--- src/rtl/store_queue_ctrl.sv ---
// Write-back store queue: store lane decode, merging into the youngest entry,
// in-order drain over a req/ack bus, and load-vs-pending-store hazard flag.
module store_queue_ctrl #(
  parameter int DEPTH      = 4,
  parameter bit BIG_ENDIAN = 1'b0
) (
  input  logic        clk,
  input  logic        rst,
  input  logic        st_valid,
  output logic        st_ready,
  input  logic [31:0] st_addr,
  input  logic [2:0]  st_sel,
  input  logic [31:0] st_data,
  input  logic        ld_check,
  input  logic [31:0] ld_addr,
  output logic        ld_hazard,
  output logic        mem_req,
  output logic [31:0] mem_addr,
  output logic [31:0] mem_wdata,
  output logic [3:0]  mem_be,
  input  logic        mem_ack,
  output logic        sq_empty
);
  localparam int AW = $clog2(DEPTH);
  localparam int CW = AW + 1;

  typedef enum logic {IDLE, BUSY} state_t;

  state_t           state_reg, state_next;
  logic [AW-1:0]    head_reg, tail_reg;
  logic [CW-1:0]    count_reg;
  logic [DEPTH-1:0] valid_reg;
  logic [29:0]      waddr_mem [DEPTH];
  logic [31:0]      data_mem  [DEPTH];
  logic [3:0]       be_mem    [DEPTH];

  logic             mem_req_reg;
  logic [29:0]      mem_waddr_reg;
  logic [31:0]      mem_wdata_reg;
  logic [3:0]       mem_be_reg;

  logic [1:0]       byte_sel;
  logic [3:0]       st_be;
  logic             accept, merge, append, pop, load_en, fwd;
  logic [AW-1:0]    young_idx, load_idx;
  logic [31:0]      merged_data;
  logic [3:0]       merged_be;
  logic [DEPTH-1:0] ld_hit;
  logic             unused_ld_lsb;

  genvar gi;

  always_comb begin
    byte_sel = st_addr[1:0] ^ {2{BIG_ENDIAN}};
    st_be    = 4'b1111;
    case (st_sel)
      3'b000: st_be = 4'b0001 << byte_sel;
      3'b001: st_be = byte_sel[1] ? 4'b1100 : 4'b0011;
      3'b011: begin
        case (byte_sel)
          2'd0: st_be = 4'b0001;
          2'd1: st_be = 4'b0011;
          2'd2: st_be = 4'b0111;
          2'd3: st_be = 4'b1111;
        endcase
      end
      3'b100: begin
        case (byte_sel)
          2'd0: st_be = 4'b1111;
          2'd1: st_be = 4'b1110;
          2'd2: st_be = 4'b1100;
          2'd3: st_be = 4'b1000;
        endcase
      end
      default: st_be = 4'b1111;
    endcase
  end

  assign st_ready  = (count_reg != CW'(DEPTH));
  assign accept    = st_valid && st_ready;
  assign young_idx = tail_reg - AW'(1);
  assign pop       = (state_reg == BUSY) && mem_ack;

  // The head is on the bus while BUSY, so it must never absorb a merge.
  assign merge  = accept && valid_reg[young_idx]
                  && (waddr_mem[young_idx] == st_addr[31:2])
                  && !((state_reg == BUSY) && (young_idx == head_reg));
  assign append = accept && !merge;

  for (gi = 0; gi < 4; gi++) begin : g_lane
    assign merged_data[8*gi +: 8] = st_be[gi] ? st_data[8*gi +: 8]
                                              : data_mem[young_idx][8*gi +: 8];
  end
  assign merged_be = be_mem[young_idx] | st_be;

  always_comb begin
    state_next = state_reg;
    load_en    = 1'b0;
    load_idx   = head_reg;
    case (state_reg)
      IDLE: begin
        if (count_reg != '0) begin
          load_en    = 1'b1;
          state_next = BUSY;
        end
      end
      BUSY: begin
        if (mem_ack) begin
          if (count_reg > CW'(1)) begin
            load_en  = 1'b1;
            load_idx = head_reg + AW'(1);
          end else begin
            state_next = IDLE;
          end
        end
      end
      default: state_next = IDLE;
    endcase
  end

  // An entry being loaded onto the bus in the same cycle it is merged must carry the merged bytes.
  assign fwd = merge && (load_idx == young_idx);

  always_ff @(posedge clk) begin
    if (rst) begin
      state_reg     <= IDLE;
      head_reg      <= '0;
      tail_reg      <= '0;
      count_reg     <= '0;
      mem_req_reg   <= 1'b0;
      mem_waddr_reg <= '0;
      mem_wdata_reg <= '0;
      mem_be_reg    <= '0;
    end else begin
      state_reg   <= state_next;
      mem_req_reg <= (state_next == BUSY);
      if (load_en) begin
        mem_waddr_reg <= waddr_mem[load_idx];
        mem_wdata_reg <= fwd ? merged_data : data_mem[load_idx];
        mem_be_reg    <= fwd ? merged_be : be_mem[load_idx];
      end
      if (pop) head_reg <= head_reg + AW'(1);
      if (append) tail_reg <= tail_reg + AW'(1);
      case ({append, pop})
        2'b10:   count_reg <= count_reg + CW'(1);
        2'b01:   count_reg <= count_reg - CW'(1);
        default: count_reg <= count_reg;
      endcase
    end
  end

  always_ff @(posedge clk) begin
    if (rst) begin
      valid_reg <= '0;
    end else begin
      for (int i = 0; i < DEPTH; i++) begin
        if (append && (tail_reg == AW'(i))) valid_reg[i] <= 1'b1;
        if (pop && (head_reg == AW'(i))) valid_reg[i] <= 1'b0;
      end
    end
  end

  always_ff @(posedge clk) begin
    for (int i = 0; i < DEPTH; i++) begin
      if (append && (tail_reg == AW'(i))) begin
        waddr_mem[i] <= st_addr[31:2];
        data_mem[i]  <= st_data;
        be_mem[i]    <= st_be;
      end else if (merge && (young_idx == AW'(i))) begin
        data_mem[i] <= merged_data;
        be_mem[i]   <= merged_be;
      end
    end
  end

  for (gi = 0; gi < DEPTH; gi++) begin : g_hit
    assign ld_hit[gi] = valid_reg[gi] && (waddr_mem[gi] == ld_addr[31:2]);
  end
  assign ld_hazard     = ld_check && (|ld_hit);
  assign unused_ld_lsb = ^ld_addr[1:0];

  assign mem_req   = mem_req_reg;
  assign mem_addr  = {mem_waddr_reg, 2'b00};
  assign mem_wdata = mem_wdata_reg;
  assign mem_be    = mem_be_reg;
  assign sq_empty  = (count_reg == '0) && (state_reg == IDLE);

endmodule

--- config.mk ---
export PLATFORM = sky130hd
export DESIGN_NAME = store_queue_ctrl
export DESIGN_NICKNAME = d
export VERILOG_FILES = /design/src/rtl/store_queue_ctrl.sv
export SDC_FILE = /design/constraint.sdc
export NUM_CORES = 1
export LEC_CHECK = 0
export BUFFER_PORTS_ARGS = -buffer_cell sky130_fd_sc_hd__buf_2
export CAP_MARGIN = 20
export CORE_MARGIN = 3
export CORE_UTILIZATION = 42
export CTS_CLUSTER_SIZE = 14
export DETAILED_ROUTE_END_ITERATION = 10
export PLACE_DENSITY_LB_ADDON = 0.1
export SLEW_MARGIN = 20
export SYNTH_ARGS = -nofsm -noshare
export SYNTH_HDL_FRONTEND = slang
export SYNTH_SLANG_ARGS = --single-unit
--- constraint.sdc ---
create_clock -name clk -period 12.5 [get_ports clk]
set_input_delay 1.25 -clock clk [delete_from_list [all_inputs] [get_ports clk]]
set_output_delay 1.25 -clock clk [all_outputs]
set_load 0.01 [all_outputs]
[Word-level counts from Yosys, hierarchy flattened]
Memories as Yosys holds them, arrays and structs flattened. A register that Yosys moved wholly into a read port is not among the register bits.
Cells that the tools add are included.
Storage, ports and cells
  bits in read-only memories: 0
  input port bits: 104
  flip-flop bits (word level): 48
  memory bits (writable): 264
  output and inout bits: 72
  memories: 3
  bits in latches: 0
  logic and storage cells: 183
Memories
  data_mem: words 4, bits a word 32, rd ports 2, clocked after Yosys merged registers in 0, write ports 1, RTL line 34  | logic [31:0] data_mem [DEPTH];
  waddr_mem: words 4, bits a word 30, rd ports 6, clocked after Yosys merged registers in 1, write ports 1, RTL line 33  | logic [29:0] waddr_mem [DEPTH];
  be_mem: words 4, bits a word 4, rd ports 2, clocked after Yosys merged registers in 0, write ports 1, RTL line 35  | logic [3:0] be_mem [DEPTH];
Operators by class
  muxes and demuxes: 77
  reductions and logical operators: 50
  add/subtract/negate cells: 5
  eq/ne operators: 25
  shift operators: 1
  div/mod/pow operators: 0
  bitwise logic cells: 10
  magnitude comparators: 2
  multiply operators: 0
Operators with widths (count)
  two-way mux 32 bit: 8
  equality test 30 bit: 5
  OR reduction 32 bit: 3
  two-way mux 30 bit: 3
  OR reduction 30 bit: 3
  case mux 4 bit (4 select lines): 3
  two-way mux 4 bit: 9
  two-way mux 1 bit: 34
  two-way mux 8 bit: 4
  logical AND 1 bit: 26
  two-way mux 2 bit: 12
  equality test 2 bit, second input constant: 9
  OR reduction 4 bit: 4
  equality test 2 x 1 -> 1 bit, second input constant: 5
  logical NOT 2 bit: 4
  bitwise OR 1 bit: 8
  OR reduction 2 bit: 4
  logical NOT 3 bit: 2
  case mux 3 bit (2 select lines): 1
  adder 2 x 1 -> 2 bit, second input constant: 2
  equality test 2 bit: 2
  bitwise OR 4 bit: 1
  case mux 1 bit (2 select lines): 2
  left shift 1 x 2 -> 4 bit, first input constant: 1
  other kinds (14): 15

[Longest topological paths before layout]
  word-level depth: 16
  depth in mapped cells: 18
  gate-level depth less buffers: 12

[Least setup slack after synthesis]
OpenSTA, ideal clock, no wires.
  kind: register to register
  start point: register tail_reg[0]
  end point: memory be_mem[2][0], enable pin
  stages on the path, launching flop included: 16
  period minus slack after synthesis: 5.124 ns
  required time: 12.106 ns
  slack: 7.376 ns
  arrival time: 4.731 ns
  buffers on the path: 7
  setup time: 0.394 ns
  cells stage by stage: dfxtp_1 > buf_4 > buf_2 > buf_1 > inv_1 > ha_1 > buf_2 > buf_1 > mux4_2 > xnor2_1 > nand4_1 > nor4_4 > nand3_1 > clkbuf_1 > buf_2 > nand2_1
On the way
  longest elaborated chain between the ends: 16
  elaborated cells between the ends (all ways): 62
  classes of those cells: add/sub (1); eq/ne (8); mux (28); bitwise (4); reduce/logical (20); memory (1)
Ends and longest elaborated chain
  start: declaration: RTL line 30  | logic [AW-1:0] head_reg, tail_reg;
  start signal: assignment: RTL line 143  | if (append) tail_reg <= tail_reg + AW'(1);
  subtractor 2 x 1 -> 2 bit (*): RTL line 81  | assign young_idx = tail_reg - AW'(1);
  named net young_idx[0]: RTL line 45  | logic [AW-1:0] young_idx, load_idx;
  parallel branches: the longest is 15 deep, another holds memory (4 x 30 bit)
  end: declaration: RTL line 35
Mark *: on every way through the listed nets, which the timed path passes. The select of a mux whose other input is x is not followed.

[Worst setup path in the final report]
  start point: register tail_reg[0]
  end point: memory data_mem[1][17], enable pin
On the way
  longest elaborated chain between the ends: 16
  elaborated cells between the ends (all ways): 62
  classes of those cells: add/sub (1); eq/ne (8); mux (28); bitwise (4); reduce/logical (20); memory (1)
Ends and longest elaborated chain (RTL line)
  subtractor 2 x 1 -> 2 bit (*): 81
  named net young_idx[0]: 45
  parallel branches: the longest is 15 deep, another holds memory (4 x 30 bit)
  end: declaration: 34
Marks and branches as above.

==> summary.md <==
The flow ran to the end, and the final reports show no timing, DRC or antenna violations. Hold is met by 0.446 ns. The arrival time at the worst endpoint came out at 5.53 ns. The run gives 0 as the total count of hold-check failures in the final report. The mean number of vias per cell was 5.65; the net count reported at finish was 1703. The class of the most critical hold timing path is reg -> reg.

For the distinct cell type count after synthesis, the log shows 45. The tools report the worst setup skew after layout as 0.0156 ns. The average detailed-routed wire length per instance works out to 24.0 µm.

For the initial antenna violation count, the log shows 9. Once detail routing completed, the nets flagged for antenna violations numbered 0. Measured along the y axis, the die boundary spans 214 µm. In this run, post-CTS repair resized a total of 0 instances.

The async set or reset register ratio after synthesis is 0%. The number of clock buffers added by TritonCTS is 40. At the pin with the least slew margin, the transition time is 1.15 ns.

Number of hold buffers added after CTS: 0. Entering global routing, the biggest net connects 75 pins. Setup repair after global routing left no endpoint under its margin.

176 I/O pins were placed. For the final routed database, the setup TNS stands at 0 ns. The final worst-path cycle share came out at 42.8%. The worst hold path begins at mem_waddr_reg[29]$_SDFFE_PP0P_.

The relative area change from synthesis to final layout works out to 14.6%. Summed over all nets, the half-perimeter wirelength after detailed placement is 33400 µm. For this design the static power due to leakage is 7.54 nW. A synthesized cell averages 12.5 µm². The logs give 0 for the DRC violation count after routing and 0 for the aggregate global routing overflow. The initial utilization of the core area, before any placement, comes to 42.9%. The chip width works out to 214 µm. The worst setup path is captured at a flop.

The run gives 12600 as the number of global-route vias before repair. In this run the worst path has a maximum fanout of 69. TritonCTS built the clock tree. The floorplan step defined a core boundary enclosing 42300 µm².

The floorplan step defined a die boundary enclosing 45800 µm². The worst pin sits at a relative slew slack of 23.0%. The run gives 0.000102 V as the peak supply drop. Synthesis inferred 342 register bits. The run gives 3743 as the layout filler cell count.

In the final layout, the share of cells above drive strength 1 is 25.4%. After clock tree synthesis, the clock-pin slew on the worst setup and hold paths is 0.06 ns. The top flip-flop cell by instance count after synthesis was edfxtp_1.

The logs give 342 for the number of clock sinks and 79700 µm for the wire length of the first global-routing pass. The initialized floorplan defines 75 standard-cell rows. Input and output buffers added on the ports amount to 171. The congestion estimate from routability-driven global placement came to 0.850.

The overall fraction of global-route tracks in use came out at 23.0%. The register with the most flip-flops in the layout has 128 of them. In this run the number of H-tree levels came out at 2. Derived from the worst setup path, the maximum achievable clock frequency is 187 MHz. For the number of max-cap violations, the log shows 0.

After technology mapping, the gate count stands at 1457. The power density normalized to cell area came out at 180 nW/µm². The startpoint of the worst-slack reg-to-reg timing path is tail_reg[0]$_SDFFE_PP0P_. The data required time of the critical path was 12.67 ns. Yosys mapped a number of flops with a built-in enable equal to 264.

No sink is reached through more buffers than the 3 on the longest clock path. The element type at the critical path start was a flop. The number of iterations in the first detailed-routing pass came out at 5.

Beginning of the critical path: tail_reg[0]$_SDFFE_PP0P_. The mapped netlist covers 18200 µm². At the end of the flow the core is filled with cells to 49.2%. The run gives 0 as the final number of max-transition violations. The logs give 52600 µm for the aggregate routed wire length and 12400 for the via count.

The total of warnings raised by yosys was 0; the count of routing violations after the opening detailed-route iteration was 920. For the finished layout, the period the worst path requires is 5.35 ns. The tree is rooted in a clkbuf_16. By startpoint and endpoint, the worst setup path is classified as reg -> reg. The final setup violation count was 0. The run gives 0 as the buffer count from post-CTS setup fixing. The logs give 0.55 ns for the clock latency reported for the late side of the worst-skew pair and 52.2% for the share of synthesized area occupied by flip-flops and latches.
## metrics by stage
step / setup slack [ns] / instance area, µm² / power (W) / cells
after floorplan: 7.38 / 18200 / 0.00224 / 1458
after global placement: 7.11 / 19600 / 0.00264 / 2119
after detailed placement: 7.10 / 19600 / 0.00266 / 2119
after CTS: 7.08 / 20800 / 0.00380 / 2188
after global routing: 6.84 / 20800 / 0.00395 / 2191
final: 7.15 / 20800 / 0.00375 / 2192
## worst paths after layout
kind | cells after the start | endpoint | slack [ns]
hold reg to reg | 2 | mem_waddr_reg[29]$_SDFFE_PP0P_ | 0.45
hold / removal | 2 | mem_waddr_reg[29]$_SDFFE_PP0P_ | 0.45
setup / recovery | 11 | data_mem[1][17]$_DFFE_PP_ | 7.15
setup reg to reg | 11 | data_mem[1][17]$_DFFE_PP_ | 7.15
## kinds of logic after synthesis
logic type | count (synthesis) | synth area share (%)
AND/OR/NAND/NOR | 392 | 9.73
XOR/XNOR | 157 | 7.57
other | 1 | 0.0206
adder cells (fa/ha/maj) | 15 | 1.03
flip-flops | 342 | 52.2
buffers and inverters | 129 | 2.91
multiplexers | 175 | 18.6
AO/OA/AOI/OAI | 246 | 7.87
## where the power goes
group	internal [W]	switching (W)	leakage, nW
combinational	0.000467	0.000657	3.86
clock	0.000666	0.000464	0.623
sequential	0.00140	0.0000968	3.06
## critical path, stage by stage, from the launching register on
cell and delay, ns:
dfxtp_4 0.58, inv_1 0.18, ha_4 0.55, buf_4 0.77
mux4_2 0.42, xnor2_1 0.42, nand4_1 0.25, nor4_4 0.58
nand3_2 0.11, buf_4 0.39, nand2_2 0.15, buf_4 0.53
## final cells by class
| cell class | count | area [µm²] | share of cell area [%] |
|---|---|---|---|
| inverters | 18 | 67.6 | 0.325 |
| well taps | 577 | 722 | 3.47 |
| clock buffers | 57 | 1170 | 5.60 |
| repair buffers | 195 | 1040 | 4.98 |
| clock inverters | 12 | 85.1 | 0.409 |
| multi-input cells | 987 | 8230 | 39.6 |
| flip-flops and latches | 342 | 9490 | 45.6 |
| diodes | 4 | 10.0 | 0.0481 |
## placed cells by master, fill, tap and decap left out, drive strengths merged, types with 2 or more instances in the layout
cell type  count
a21o           2
nor4          20
buf          195
nand4         38
mux2           4
o21ai        148
nand2        236
and2           4
or2           32
a311oi        33
a211oi         7
inv           18
a31oi          2
dfxtp         78
clkinv        11
clkbuf        57
nor2b          3
nand2b         2
a21oi         39
diode          4
nand3          7
conb           2
xor2          46
mux4         130
mux2i         41
edfxtp       264
xnor2        111
a21boi         2
ha            15
nor2          47
o21bai         6
## routing by layer
metal | wire (µm) | track usage [%] | vias up | part of all wire [%]
met5 | 60 | 0 | - | 0.11
met4 | 1150 | 6.47 | 10 | 2.2
met3 | 3430 | 4.48 | 87 | 6.5
met2 | 24000 | 35.4 | 378 | 46
met1 | 24000 | 33.3 | 6197 | 46
li1 | - | - | 5721 | -
## Yosys cell counts (2+ instances only)
master      n  area (µm²)
inv_1      18        67.6
or2_0      32         200
dfxtp_1    78        1560
ha_1       15         188
a21oi_1    39         195
o21ai_0   145         726
nand2_1   236         886
xnor2_1   111         972
a21o_1      2        15.0
buf_1       9        33.8
a21boi_0    2        15.0
nand2b_1    2        12.5
buf_4       3        22.5
edfxtp_1  264        7930
o21bai_1    6        45.0
a211oi_1    7        52.6
nand3_1     7        35.0
nor4_4      2        42.5
nor2b_1     3        18.8
a31oi_1     2        12.5
and2_1      3        18.8
nor2_1     47         176
a311oi_1   33         289
nor4_1     18         113
xor2_1     46         403
buf_2      21         105
clkbuf_1   77         289
mux4_2    130        2930
mux2_2      4        45.0
nand4_1    38         238
o21ai_1     3        15.0
mux2i_1    41         410
No activity file was read; power rests on OpenSTA's default activity.
